### src/rtl/wide_uart_deframer.sv
// Frame parser behind the 64-bit UART bridge: hunts for a sync header, forwards payload words.
// Define WIDE_UART_DEFRAMER_CKSUM_EN to expect and check a trailing XOR checksum word.
module wide_uart_deframer #(
  parameter logic [15:0] SYNC    = 16'hA55A,
  parameter int unsigned MAX_LEN = 255
) (
  input  logic        clk,
  input  logic        rst,
  input  logic [63:0] s_axis_tdata,
  input  logic        s_axis_tvalid,
  output logic        s_axis_tready,
  output logic [63:0] m_axis_tdata,
  output logic        m_axis_tvalid,
  input  logic        m_axis_tready,
  output logic        m_axis_tlast,
  output logic [39:0] m_axis_tuser,
  output logic        frame_done,
  output logic        frame_err,
  output logic [15:0] ok_count,
  output logic [15:0] err_count,
  output logic [15:0] drop_count
);

`ifdef WIDE_UART_DEFRAMER_CKSUM_EN
  typedef enum logic [1:0] {StHunt, StPayload, StTrailer} state_e;
  logic [63:0] cksum_q, cksum_d;
`else
  typedef enum logic [0:0] {StHunt, StPayload} state_e;
`endif

  state_e      state_q, state_d;
  logic [7:0]  remaining_q, remaining_d;
  logic [39:0] tag_q, tag_d;
  logic        frame_done_q, frame_done_d;
  logic        frame_err_q, frame_err_d;
  logic [15:0] ok_q, err_q, drop_q;
  logic        drop_inc;
  logic [7:0]  hdr_len;
  logic        hdr_legal;

  assign hdr_len   = s_axis_tdata[47:40];
  assign hdr_legal = (s_axis_tdata[63:48] == SYNC) && (hdr_len != 8'd0) &&
                     (32'(hdr_len) <= MAX_LEN);

  assign m_axis_tdata = s_axis_tdata;
  assign m_axis_tuser = tag_q;
  assign frame_done   = frame_done_q;
  assign frame_err    = frame_err_q;
  assign ok_count     = ok_q;
  assign err_count    = err_q;
  assign drop_count   = drop_q;

  always_comb begin
    state_d       = state_q;
    remaining_d   = remaining_q;
    tag_d         = tag_q;
    frame_done_d  = 1'b0;
    frame_err_d   = 1'b0;
    drop_inc      = 1'b0;
    s_axis_tready = 1'b1;
    m_axis_tvalid = 1'b0;
    m_axis_tlast  = 1'b0;
`ifdef WIDE_UART_DEFRAMER_CKSUM_EN
    cksum_d       = cksum_q;
`endif
    unique case (state_q)
      StHunt: begin
        if (s_axis_tvalid) begin
          if (hdr_legal) begin
            tag_d       = s_axis_tdata[39:0];
            remaining_d = hdr_len;
            state_d     = StPayload;
`ifdef WIDE_UART_DEFRAMER_CKSUM_EN
            cksum_d     = s_axis_tdata;
`endif
          end else begin
            drop_inc = 1'b1;
          end
        end
      end
      StPayload: begin
        // Zero-latency pass-through: downstream ready is the bridge's ready.
        s_axis_tready = m_axis_tready;
        m_axis_tvalid = s_axis_tvalid;
        m_axis_tlast  = (remaining_q == 8'd1);
        if (s_axis_tvalid && m_axis_tready) begin
          remaining_d = remaining_q - 8'd1;
`ifdef WIDE_UART_DEFRAMER_CKSUM_EN
          cksum_d = cksum_q ^ s_axis_tdata;
          if (remaining_q == 8'd1) state_d = StTrailer;
`else
          if (remaining_q == 8'd1) begin
            state_d      = StHunt;
            frame_done_d = 1'b1;
          end
`endif
        end
      end
`ifdef WIDE_UART_DEFRAMER_CKSUM_EN
      StTrailer: begin
        if (s_axis_tvalid) begin
          frame_done_d = 1'b1;
          frame_err_d  = (s_axis_tdata != cksum_q);
          state_d      = StHunt;
        end
      end
`endif
      default: state_d = StHunt;
    endcase
  end

  always_ff @(posedge clk or negedge rst) begin
    if (!rst) begin
      state_q      <= StHunt;
      remaining_q  <= 8'd0;
      tag_q        <= 40'd0;
      frame_done_q <= 1'b0;
      frame_err_q  <= 1'b0;
      ok_q         <= 16'd0;
      err_q        <= 16'd0;
      drop_q       <= 16'd0;
`ifdef WIDE_UART_DEFRAMER_CKSUM_EN
      cksum_q      <= 64'd0;
`endif
    end else begin
      state_q      <= state_d;
      remaining_q  <= remaining_d;
      tag_q        <= tag_d;
      frame_done_q <= frame_done_d;
      frame_err_q  <= frame_err_d;
`ifdef WIDE_UART_DEFRAMER_CKSUM_EN
      cksum_q      <= cksum_d;
`endif
      // Counters saturate at all-ones.
      if (frame_done_d && !frame_err_d && ok_q != 16'hFFFF) ok_q <= ok_q + 16'd1;
      if (frame_done_d && frame_err_d && err_q != 16'hFFFF) err_q <= err_q + 16'd1;
      if (drop_inc && drop_q != 16'hFFFF) drop_q <= drop_q + 16'd1;
    end
  end

endmodule

### config.mk
export PLATFORM = sky130hd
export DESIGN_NAME = wide_uart_deframer
export DESIGN_NICKNAME = d
export VERILOG_FILES = /design/src/rtl/wide_uart_deframer.sv
export SDC_FILE = /design/constraint.sdc
export NUM_CORES = 1
export LEC_CHECK = 0
export CAP_MARGIN = 20
export CORE_UTILIZATION = 36
export CTS_CLUSTER_DIAMETER = 80
export CTS_CLUSTER_SIZE = 30
export DETAILED_ROUTE_END_ITERATION = 7
export GPL_TIMING_DRIVEN = 0
export PLACE_DENSITY = 0.77
export SETUP_SLACK_MARGIN = 0.3
export SYNTH_ARGS = -nofsm -noshare
export SYNTH_HDL_FRONTEND = slang
export SYNTH_SLANG_ARGS = --single-unit
### constraint.sdc
create_clock -name clk -period 2.18 [get_ports clk]
set_input_delay 0.327 -clock clk [delete_from_list [all_inputs] [get_ports clk]]
set_output_delay 0.327 -clock clk [all_outputs]
set_load 0.05 [all_outputs]
Word level (Yosys, flattened, before mapping)
Cells that the tools add are included.
Word-level totals
  word-level logic and storage cells: 42
  register bits: 82
  output and inout bits: 157
  input port bits: 68
Operators by class
  muxes and demuxes: 18
  $add $sub $neg: 3
  reductions and logical operators: 7
  eq/ne operators: 7
  bitwise operators: 1
Operator list (number)
  16-bit by 1-bit adder with 16-bit output, second input constant: 2
  16-bit inequality test, second input constant: 2
  8-bit two-way mux: 3
  16-bit equality test, second input constant: 1
  8-bit one-hot mux with 2 select lines: 1
  1-bit two-way mux: 13
  8-bit by 1-bit equality test with 1-bit output, second input constant: 1
  8-bit nonzero test: 1
  8-bit by 1-bit subtractor with 8-bit output, second input constant: 1
  3-bit AND reduction: 2
  1-bit logical AND: 4
  2-bit inequality test, second input constant: 2
  2-bit by 1-bit inequality test with 1-bit output, second input constant: 1
  1-bit one-hot mux with 2 select lines: 1
  1-bit inverter: 1

Depth between registers and ports, before layout
Gate-level depths: netlist of run 1.
  word-level depth: 6
  gate-level depth with buffers: 7
  gate-level depth less buffers: 7

Worst setup path before layout of run 1
Ideal clock, no wire load.
  path kind: register to output
  start point: reg remaining_q[4]
  end point: out m_axis_tlast
  path slack: -0.620 ns
  arrival: 2.473 ns
  data required time: 1.853 ns
  buffers on the path: 0
  stages on the path, launching flop included: 3
  path through: dfrtp_1 > or4_4 > nor4_1
Between the ends
  word-level cells in the longest chain between the ends: 2
RTL lines
  start: declaration: line 32  | logic [7:0] remaining_q, remaining_d;
  start signal: assignment: line 127  | remaining_q <= remaining_d;
  8-bit by 1-bit equality test with 1-bit output: line 85  | m_axis_tlast = (remaining_q == 8'd1);
  1-bit two-way mux: line 66  | unique case (state_q)
  end: declaration: line 15  | output logic m_axis_tlast,
Every way passes these cells.

Final worst setup path of run 1
  start point: reg remaining_q[3]
  end point: reg ok_q[14] (netlist: ok_count[14])
Between the ends
  word-level cells in the longest chain between the ends: 5
RTL lines
  8-bit by 1-bit equality test with 1-bit output: line 92  | if (remaining_q == 8'd1) begin
  1-bit two-way mux: line 92
  1-bit two-way mux: line 86  | if (s_axis_tvalid && m_axis_tready) begin
  1-bit two-way mux: line 66
  via frame_done_d: line 34  | logic frame_done_q, frame_done_d;
  1-bit logical AND: line 135  | if (frame_done_d && !frame_err_d && ok_q != 16'hFFFF) ok_q <= ok_q + 16'd1;
  end signal: assignment: line 135
  end: declaration: line 36  | logic [15:0] ok_q, err_q, drop_q;
The timed path passes the listed nets, and every way through them passes these cells.
A chain may end at the register's enable or synchronous reset.

==> impl_metrics.env, run 1 <==
export IMPL_layout_commonest_cell="clkdlybuf4s50_1"
export IMPL_cp_start_kind="flop"
export IMPL_finalSetupTns_ps=0
export IMPL_fin_util=0.651
export IMPL_finalCriticalPeriod_ps=2160
export IMPL_setup_viol=0
export IMPL_end_kind="flop"
export IMPL_cp_buffers_inverters=0
export IMPL_clk_pin_slew_worst_paths_ps=60
export IMPL_start_util=0.373
export IMPL_ctsHtreeMaxLevel=3
export IMPL_maxSlewViolCount=0
export IMPL_nFillCells=917
export IMPL_gr_usage_all_layers=0.192
export IMPL_wl_met2_mm=6.21
export IMPL_synth_cell_type_count=40
export IMPL_met3_length_um=851
export IMPL_dieArea_sq_mm=0.0124
export IMPL_status="finished with violations"
export IMPL_die_width_um=112
export IMPL_top_layer="met4"
export IMPL_vdd_ir_drop_worst_uv=561
export IMPL_grt_max_degree=59
export IMPL_netlist_area_sq_mm=0.00432
export IMPL_max_slew_margin=0.509
export IMPL_power_switching_share=0.344
export IMPL_yosysTopAreaCellShare=0.475
export IMPL_path_class="reg -> reg"
export IMPL_crit_family="simple AND/OR/NAND/NOR gates"
export IMPL_p_per_area_mw_per_mm2=733
export IMPL_core_area_sq_mm=0.0116
export IMPL_antenna_found_initial=0
export IMPL_power_mw=5.52
export IMPL_fmax_ghz=0.464
export IMPL_final_cell_mix="clkdlybuf4s50_1, buf_4, dlygate4sd2_1"
export IMPL_place_congestion=0.821
export IMPL_power_switching_mw=1.90
export IMPL_dpl_hpwl_mm=8.66
export IMPL_first_iter_violations=154
export IMPL_combinationalPowerShare=0.343
export IMPL_drv_cap=0
export IMPL_grt_ovfl_total=0
export IMPL_worstMarginPinSlew_ps=729
export IMPL_arrival_ps=2370
export IMPL_pre_cts_ws_ps=-419
export IMPL_wire_per_inst_um=15.2
export IMPL_synth_cells=380
export IMPL_worst_slack_ps=23.3
export IMPL_yosysTopAreaCell="dfrtp_1"
export IMPL_pin_count=225
export IMPL_synthArstFlopShare=1.00
export IMPL_synth_seq_cells=82
export IMPL_drt_first_pass_iters=6
export IMPL_area_growth_pct=74.3
export IMPL_rows=39
export IMPL_port_buffers=207
export IMPL_fin_skew_ps=5.09
export IMPL_crit_required_ps=2390
export IMPL_synth_area_leaders="dfrtp_1, buf_4, mux2_2"
export IMPL_leakagePower_nw=3.79
export IMPL_syn_area_per_cell_sq_um=11.4
export IMPL_power_clock_fraction=0.323
export IMPL_cts_buffers=9
export IMPL_die_h_um=112
export IMPL_cts_tree="built"
export IMPL_fin_area_sq_mm=0.00753
export IMPL_wl_mm=12.0
export IMPL_slowest_stage="nor4_1"
export IMPL_grt_pass1_vias=3824
export IMPL_path_cells="or4_4 -> nor4_1 -> nand4_1 -> nor3_1 -> a21oi_1"
export IMPL_vias_per_cell=4.78
export IMPL_fin_crit_sh=0.989
export IMPL_hp_class="in -> reg"
export IMPL_hold_viol_final=0
export IMPL_cts_sinks=82
export IMPL_antenna_cells=0
export IMPL_yosysWarnings=0
export IMPL_final_net_count=715
export IMPL_violations="design-rule violations"
export IMPL_grt_pass1_wl_mm=19.1
export IMPL_rsz0062_at_grt="yes"
export IMPL_clock_latency_ps=330
export IMPL_wl_met1_mm=4.72
export IMPL_postPlaceCellArea_sq_mm=0.00675
export IMPL_clockRootBuffer="clkbuf_16"
export IMPL_max_stage_delay_ps=630
export IMPL_synth_seq_area_share=0.475
export IMPL_clk_path_buf_depth=2
export IMPL_final_layout_size_suffix_gt1_frac=0.375
export IMPL_synth_edf_count=0
export IMPL_dr_total_vias=3780
export IMPL_drc=20
export IMPL_detail_route_antenna_nets=0
export IMPL_crit_fanout=4
export IMPL_power_share_sequential=0.335
export IMPL_p_int_mw=3.62
export IMPL_yosys_most_used_dff="dfrtp_1"
[layer usage]
layer / vias to the layer above / global-route usage
met5: - / 0
met1: 1812 / 0.220
li1: 1780 / -
met3: 17 / 0.0457
met4: 0 / 0.0694
met2: 171 / 0.346
[per-stage QoR]
step / hold slack (ps) / std cells
after floorplan: 31.4 / 396
after global placement: 461 / 746
after detailed placement: 267 / 747
after CTS: 447 / 783
after global routing: 323 / 791
final: 322 / 791
[timing repair]
| action | 4_1_cts | 5_1_grt |
|---|---|---|
| gates cloned | 5 | 2 |
| pin swaps | 16 | 15 |
| setup endpoints to repair | 173 | 79 |
| resized for setup | 140 | 56 |
| hold buffers | 1 | 0 |
| setup buffers | 14 | 6 |
| endpoints found under the hold margin | 24 | 0 |
[cells by family (layout without fill, tap and decap cells)]
family | Yosys count | in the layout | synth area share
compound gates | 23 | 24 | 0.0423
flops | 82 | 82 | 0.475
other cells | 1 | 17 | 0.000868
simple gates | 102 | 102 | 0.141
mux | 45 | 45 | 0.116
xor+xnor | 29 | 29 | 0.0588
fa+ha+maj | 4 | 4 | 0.0116
buf+inv | 94 | 345 | 0.154
[flip-flops by register name, indices dropped and copies added, names as in the netlist]
name,count
state_q,1
ok_count,16
drop_count,16
remaining_q,8
frame_done,1
m_axis_tuser,40
[power by group through the flow]
stage	clock network [mW]	registers [mW]	logic, mW
final	1.78	1.85	1.89
after floorplan	0	2.07	0.976
after CTS	1.81	1.84	1.78
after global placement	0	1.86	1.74
after global routing	1.88	1.87	2.01
after detailed placement	0	1.88	1.78
[synthesized netlist by cell type (4+ instances only)]
library cell,n
xnor2_1,11
o221a_2,5
buf_2,6
mux2_2,42
nand4_1,15
dfrtp_1,82
buf_4,81
ha_1,4
nor4_1,6
o21ai_0,6
nor3_1,7
a21oi_1,6
and4_1,6
xor2_1,18
nand2_1,17
nor2_1,9
nand3_1,12
nor3b_1,4
[path summary, 6_finish.rpt]
check / from / end / slack, ps / depth (start not counted)
setup / recovery: remaining_q[3]$_DFFE_PN0P_ / ok_count[14]$_DFFE_PN0P_ / 20 / 5
hold / removal: s_axis_tdata[47] / remaining_q[7]$_DFFE_PN0P_ / 320 / 2
setup reg to reg: remaining_q[3]$_DFFE_PN0P_ / ok_count[14]$_DFFE_PN0P_ / 20 / 5
hold reg to reg: drop_count[10]$_DFFE_PN0P_ / drop_count[10]$_DFFE_PN0P_ / 470 / 1
max in group asynchronous: rst / drop_count[10]$_DFFE_PN0P_ / 1110 / 3
min in group asynchronous: rst / m_axis_tuser[34]$_DFFE_PN0P_ / 460 / 2
[cell type report]
| type | instances | area [sq um] | area share |
|---|---|---|---|
| timing repair inverter | 1 | 7.51 | 0.000997 |
| timing repair buffer | 234 | 2290 | 0.304 |
| inverter | 4 | 17.5 | 0.00233 |
| clock buffer | 12 | 256 | 0.0341 |
| multi-input combinational | 221 | 1880 | 0.249 |
| sequential | 82 | 2070 | 0.274 |
| buffer | 90 | 738 | 0.0980 |
| clock inverter | 4 | 98.8 | 0.0131 |
| tap | 143 | 179 | 0.0238 |
Power figures use the tool's default switching activity.
==> run 2, diff against run 1 <==
--- a/config.mk
+++ b/config.mk
@@ -6,12 +6,13 @@
 export NUM_CORES = 1
 export LEC_CHECK = 0
 export CAP_MARGIN = 20
-export CORE_UTILIZATION = 36
+export CORE_UTILIZATION = 43
 export CTS_CLUSTER_DIAMETER = 80
 export CTS_CLUSTER_SIZE = 30
 export DETAILED_ROUTE_END_ITERATION = 7
+export GPL_ROUTABILITY_DRIVEN = 0
 export GPL_TIMING_DRIVEN = 0
-export PLACE_DENSITY = 0.77
+export PLACE_DENSITY = 0.86
 export SETUP_SLACK_MARGIN = 0.3
 export SYNTH_ARGS = -nofsm -noshare
 export SYNTH_HDL_FRONTEND = slang
==> constraint.sdc (replaced) <==
create_clock -name clk -period 2.73 [get_ports clk]
set_input_delay 0.4095 -clock clk [delete_from_list [all_inputs] [get_ports clk]]
set_output_delay 0.4095 -clock clk [all_outputs]
set_load 0.05 [all_outputs]
==> run 2 against run 1 <==
Sequential share of layout area rose by 2.2 points. Combinational power fell by 26%. Non-clock buffer count fell by 24. Largest cell class unchanged. Sequential power fell by 21%. Clock-buffer cell count fell by 2. Hold slack got worse by 300 ps. Global-route usage rose by 2.9 points. Clock power fell by 42%. Clock skew rose by 4.3 ps. The run now ends clean.
==> impl_metrics.env, run 2 (synthesis results as in run 1) <==
export IMPL_status="finished, final reports clean"
export IMPL_end_kind="flop"
export IMPL_dpl_hpwl_mm=9.17
export IMPL_cts_tree="built"
export IMPL_die_h_um=102
export IMPL_final_layout_size_suffix_gt1_frac=0.269
export IMPL_grt_ovfl_total=0
export IMPL_layout_commonest_cell="clkdlybuf4s50_1"
export IMPL_finalSetupTns_ps=0
export IMPL_core_area_sq_mm=0.00977
export IMPL_reg2reg_slack_ps=390
export IMPL_clockRootBuffer="clkbuf_8"
export IMPL_r2r_start="remaining_q[4]$_DFFE_PN0P_"
export IMPL_dp_cells=737
export IMPL_ctsHoldBuffers=0
export IMPL_pre_cts_ws_ps=-226
export IMPL_grt_max_degree=45
export IMPL_gr_usage_all_layers=0.221
export IMPL_fin_skew_ps=9.40
export IMPL_crit_start="s_axis_tdata[41]"
export IMPL_arrival_ps=2600
export IMPL_clk_path_buf_depth=2
export IMPL_max_stage_delay_ps=590
export IMPL_vias_per_cell=4.76
export IMPL_crit_fanout=10
export IMPL_grt_pass1_wl_mm=17.6
export IMPL_ctsHtreeMaxLevel=3
export IMPL_critical_path_depth=7
export IMPL_drv_cap=0
export IMPL_worstSetupEndpoint="m_axis_tuser[19]$_DFFE_PN0P_"
export IMPL_rows=36
export IMPL_first_iter_violations=89
export IMPL_worstMarginPinSlew_ps=657
export IMPL_crit_required_ps=2950
export IMPL_vdd_ir_drop_worst_uv=528
export IMPL_start_util=0.442
export IMPL_clock_latency_ps=340
export IMPL_area_growth_pct=60.2
export IMPL_final_cell_mix="clkdlybuf4s50_1, buf_4, dfrtp_1"
export IMPL_maxSlewViolCount=0
export IMPL_worst_slack_ps=346
export IMPL_grt_pass1_vias=3584
export IMPL_crit_family="simple AND/OR/NAND/NOR gates"
export IMPL_hp_class="in -> async"
export IMPL_leakagePower_nw=3.21
export IMPL_hold_viol_final=0
export IMPL_clk_pin_slew_worst_paths_ps=80
export IMPL_cts_sinks=82
export IMPL_port_buffers=207
export IMPL_die_width_um=102
export IMPL_cts_buffers=9
export IMPL_cp_start_kind="primary input"
export IMPL_antenna_cells=0
export IMPL_drt_first_pass_iters=4
export IMPL_largest_reg_flops=40
export IMPL_timing_rr_end="ok_count[12]$_DFFE_PN0P_"
export IMPL_rsz0062_at_grt="yes"
export IMPL_p_per_area_mw_per_mm2=565
export IMPL_pin_count=225
export IMPL_drc=0
export IMPL_fin_crit_sh=0.873
export IMPL_fmax_ghz=0.420
export IMPL_detail_route_antenna_nets=0
export IMPL_dr_total_vias=3586
export IMPL_dieArea_sq_mm=0.0104
export IMPL_antenna_found_initial=0
export IMPL_wl_mm=11.3
export IMPL_final_net_count=689
export IMPL_nFillCells=718
export IMPL_fin_area_sq_mm=0.00692
export IMPL_postPlaceCellArea_sq_mm=0.00664
export IMPL_finalCriticalPeriod_ps=2380
export IMPL_setup_viol=0
export IMPL_path_cells="clkdlybuf4s50_1 -> or4_1 -> nor2_4 -> or3_1 -> clkbuf_4 -> buf_4 -> mux2_2"
export IMPL_reg2regPathDepth=5
export IMPL_path_class="in -> reg"
export IMPL_slowest_stage="or4_1"
export IMPL_max_slew_margin=0.561
export IMPL_final_cells=754
export IMPL_wire_per_inst_um=15.0
export IMPL_cp_buffers_inverters=3
run 2: cell types whose count changed in the layout (fill, tap and decap cells not counted), moves of 10 or more:
cell             change
buf_4               -11
clkbuf_16           -10
clkbuf_2            -13
clkdlybuf4s50_1     +98
dfrtp_1             +11
dfrtp_2             -11
dlygate4sd2_1       -73
run 2: power by group:
group	switching, mW	internal, mW	total (mW)
Clock	0.413	0.626	1.04
Sequential	0.150	1.32	1.47
Combinational	0.829	0.564	1.39
Total	1.39	2.51	3.91
run 2: final cells by class:
| type | instances | area [sq um] | share of cell area |
|---|---|---|---|
| Multi-Input combinational cell | 220 | 1690 | 0.244 |
| Clock buffer | 10 | 138 | 0.0199 |
| Buffer | 90 | 662 | 0.0956 |
| Tap cell | 133 | 166 | 0.0240 |
| Timing Repair Buffer | 210 | 2100 | 0.303 |
| Sequential cell | 82 | 2050 | 0.297 |
| Clock inverter | 5 | 103 | 0.0148 |
| Inverter | 4 | 15.0 | 0.00217 |
run 2: worst min path at each step:
stage | start | endpoint | slack, ps | cells after the start
3_5_place_dp | rst | m_axis_tuser[18]$_DFFE_PN0P_ | 420 | 1
3_3_place_gp | drop_count[10]$_DFFE_PN0P_ | drop_count[10]$_DFFE_PN0P_ | 470 | 1
4_1_cts | rst | drop_count[5]$_DFFE_PN0P_ | 40 | 1
5_1_grt | rst | m_axis_tuser[36]$_DFFE_PN0P_ | 60 | 1
6_report | rst | m_axis_tuser[18]$_DFFE_PN0P_ | 30 | 1
2_1_floorplan | rst | drop_count[0]$_DFFE_PN0P_ | 110 | 0
run 2: metrics by stage:
stage	hold WS (ps)	total power, mW	util
floorplan	114	2.40	-
global placement	474	2.84	0.678
detailed placement	416	2.88	0.679
CTS	41.2	3.94	0.705
global route	58.6	4.10	0.708
finish	26.6	3.91	0.708
run 2: layer usage:
| layer | GRT usage | vias to the layer above | share of wire |
|---|---|---|---|
| met2 | 0.410 | 144 | 0.54 |
| met5 | 0 | - | 0 |
| met4 | 0.105 | 0 | 0.032 |
| met1 | 0.235 | 1696 | 0.36 |
| li1 | - | 1718 | - |
| met3 | 0.0506 | 28 | 0.064 |
run 2: what timing repair did:
action                     in CTS  in global routing
setup buffers                   0                  2
pin swaps                       0                  1
resized for setup               8                  6
setup endpoints to repair      40                 51
==> run 3, diff against run 2 <==
==> constraint.sdc (replaced) <==
create_clock -name clk -period 2.73 [get_ports clk]
set_input_delay 0.4095 -clock clk [delete_from_list [all_inputs] [get_ports clk]]
set_output_delay 0.4095 -clock clk [all_outputs]
set_load 0.02 [all_outputs]
==> run 3 against run 2 <==
Clock power down 26%. Fmax increased by 0.69%. Via count is 1.3% higher. First-iteration DRC count decreased by 9.0%. Utilization fell by 0.73 points. Clock-buffer cell count grew 3. Non-clock buffer count is 2 lower. Die area did not move. Hold slack gained 39 ps. Global-route usage decreased by 0.39 points. Critical path type is now reg -> out. Largest power group unchanged.
==> impl_metrics.env, run 3 (synthesis results as in run 1) <==
export IMPL_cp_start_kind="flop"
export IMPL_cts_sinks=82
export IMPL_p_per_area_mw_per_mm2=489
export IMPL_rsz0062_at_grt="no"
export IMPL_fin_crit_sh=0.867
export IMPL_postPlaceCellArea_sq_mm=0.00664
export IMPL_antenna_found_initial=0
export IMPL_clk_pin_slew_worst_paths_ps=80
export IMPL_port_buffers=207
export IMPL_grt_pass1_wl_mm=17.5
export IMPL_clockRootBuffer="clkbuf_8"
export IMPL_clock_latency_ps=340
export IMPL_grt_util_met3=0.0513
export IMPL_path_cells="or4_4 -> nor4_1 -> clkdlybuf4s15_1"
export IMPL_drv_cap=0
export IMPL_finalSetupTns_ps=0
export IMPL_max_slew_margin=0.507
export IMPL_wl_mm=11.4
export IMPL_die_width_um=102
export IMPL_critical_path_depth=3
export IMPL_hold_viol_final=0
export IMPL_finalCriticalPeriod_ps=2370
export IMPL_crit_fanout=6
export IMPL_dpl_hpwl_mm=9.06
export IMPL_dieArea_sq_mm=0.0104
export IMPL_antenna_cells=0
export IMPL_area_growth_pct=58.6
export IMPL_worstMarginPinSlew_ps=733
export IMPL_ctsHtreeMaxLevel=3
export IMPL_reg2regPathDepth=4
export IMPL_setup_viol=0
export IMPL_power_mw=3.35
export IMPL_vias_per_cell=4.83
export IMPL_crit_family="simple AND/OR/NAND/NOR gates"
export IMPL_wire_per_inst_um=15.1
export IMPL_pre_cts_ws_ps=-204
export IMPL_pin_count=225
export IMPL_fmax_ghz=0.422
export IMPL_final_layout_size_suffix_gt1_frac=0.266
export IMPL_fin_skew_ps=6.36
export IMPL_rows=36
export IMPL_core_area_sq_mm=0.00977
export IMPL_detail_route_antenna_nets=0
export IMPL_vdd_ir_drop_worst_uv=401
export IMPL_grtUsageMet2=0.398
export IMPL_ctsHoldBuffers=0
export IMPL_busiest_layer="met2"
export IMPL_max_stage_delay_ps=580
export IMPL_layout_commonest_cell="clkdlybuf4s50_1"
export IMPL_fin_util=0.701
export IMPL_first_iter_violations=81
export IMPL_cp_buffers_inverters=1
export IMPL_die_h_um=102
export IMPL_fin_area_sq_mm=0.00685
export IMPL_largest_reg_flops=40
export IMPL_status="finished, final reports clean"
export IMPL_final_net_count=687
export IMPL_grt_ovfl_total=0
export IMPL_worst_hold_slack_ps=65.9
export IMPL_met1_usage=0.244
export IMPL_slowest_stage="or4_4"
export IMPL_clk_path_buf_depth=2
export IMPL_start_util=0.442
export IMPL_gr_usage_all_layers=0.217
export IMPL_crit_required_ps=2320
export IMPL_final_cells=753
export IMPL_nFillCells=725
export IMPL_cts_buffers=9
export IMPL_final_cell_mix="clkdlybuf4s50_1, buf_4, dfrtp_1"
export IMPL_drc=0
export IMPL_arrival_ps=1960
export IMPL_path_class="reg -> out"
export IMPL_dp_cells=737
export IMPL_hp_class="in -> async"
export IMPL_drt_first_pass_iters=4
export IMPL_maxSlewViolCount=0
export IMPL_end_kind="output pin"
export IMPL_dr_total_vias=3634
export IMPL_cts_tree="built"
export IMPL_worst_slack_ps=363
export IMPL_grt_pass1_vias=3503
export IMPL_leakagePower_nw=3.17
export IMPL_grt_max_degree=47
==> run 3: repair_timing <==
item	4_1_cts	5_1_grt
setup buffers	0	0
setup endpoints to repair	39	53
resized for setup	4	15
==> run 3: path summary, 6_finish.rpt <==
| check | from | to | slack, ps |
|---|---|---|---|
| setup / recovery | remaining_q[4]$_DFFE_PN0P_ | m_axis_tlast | 360 |
| hold / removal | rst | m_axis_tuser[37]$_DFFE_PN0P_ | 70 |
| setup reg to reg | remaining_q[4]$_DFFE_PN0P_ | ok_count[1]$_DFFE_PN0P_ | 390 |
| hold reg to reg | drop_count[10]$_DFFE_PN0P_ | drop_count[10]$_DFFE_PN0P_ | 490 |
| max in group asynchronous | rst | drop_count[4]$_DFFE_PN0P_ | 2040 |
| min in group clk | drop_count[10]$_DFFE_PN0P_ | drop_count[10]$_DFFE_PN0P_ | 490 |
==> run 3: area by class of cell <==
class	count	area, sq um	area share
inverters	4	15.0	0.00219
plain buffers	90	663	0.0968
multi-input cells	220	1700	0.248
well taps	133	166	0.0243
repair buffers	208	2090	0.305
clock inverters	3	15.0	0.00219
clock buffers	13	149	0.0217
flip-flops and latches	82	2050	0.300
==> run 3: per-layer routing <==
layer / part of all wire / wire length (um) / vias to the layer above
met3: 0.066 / 751 / 19
met2: 0.55 / 6210 / 130
met5: 0 / 0 / -
met1: 0.37 / 4150 / 1774
met4: 0.021 / 242 / 0
li1: - / - / 1711
==> run 3: power breakdown <==
group	internal (mW)	switching, mW
clock	0.353	0.412
sequential	1.32	0.151
combinational	0.570	0.539
total	2.25	1.10
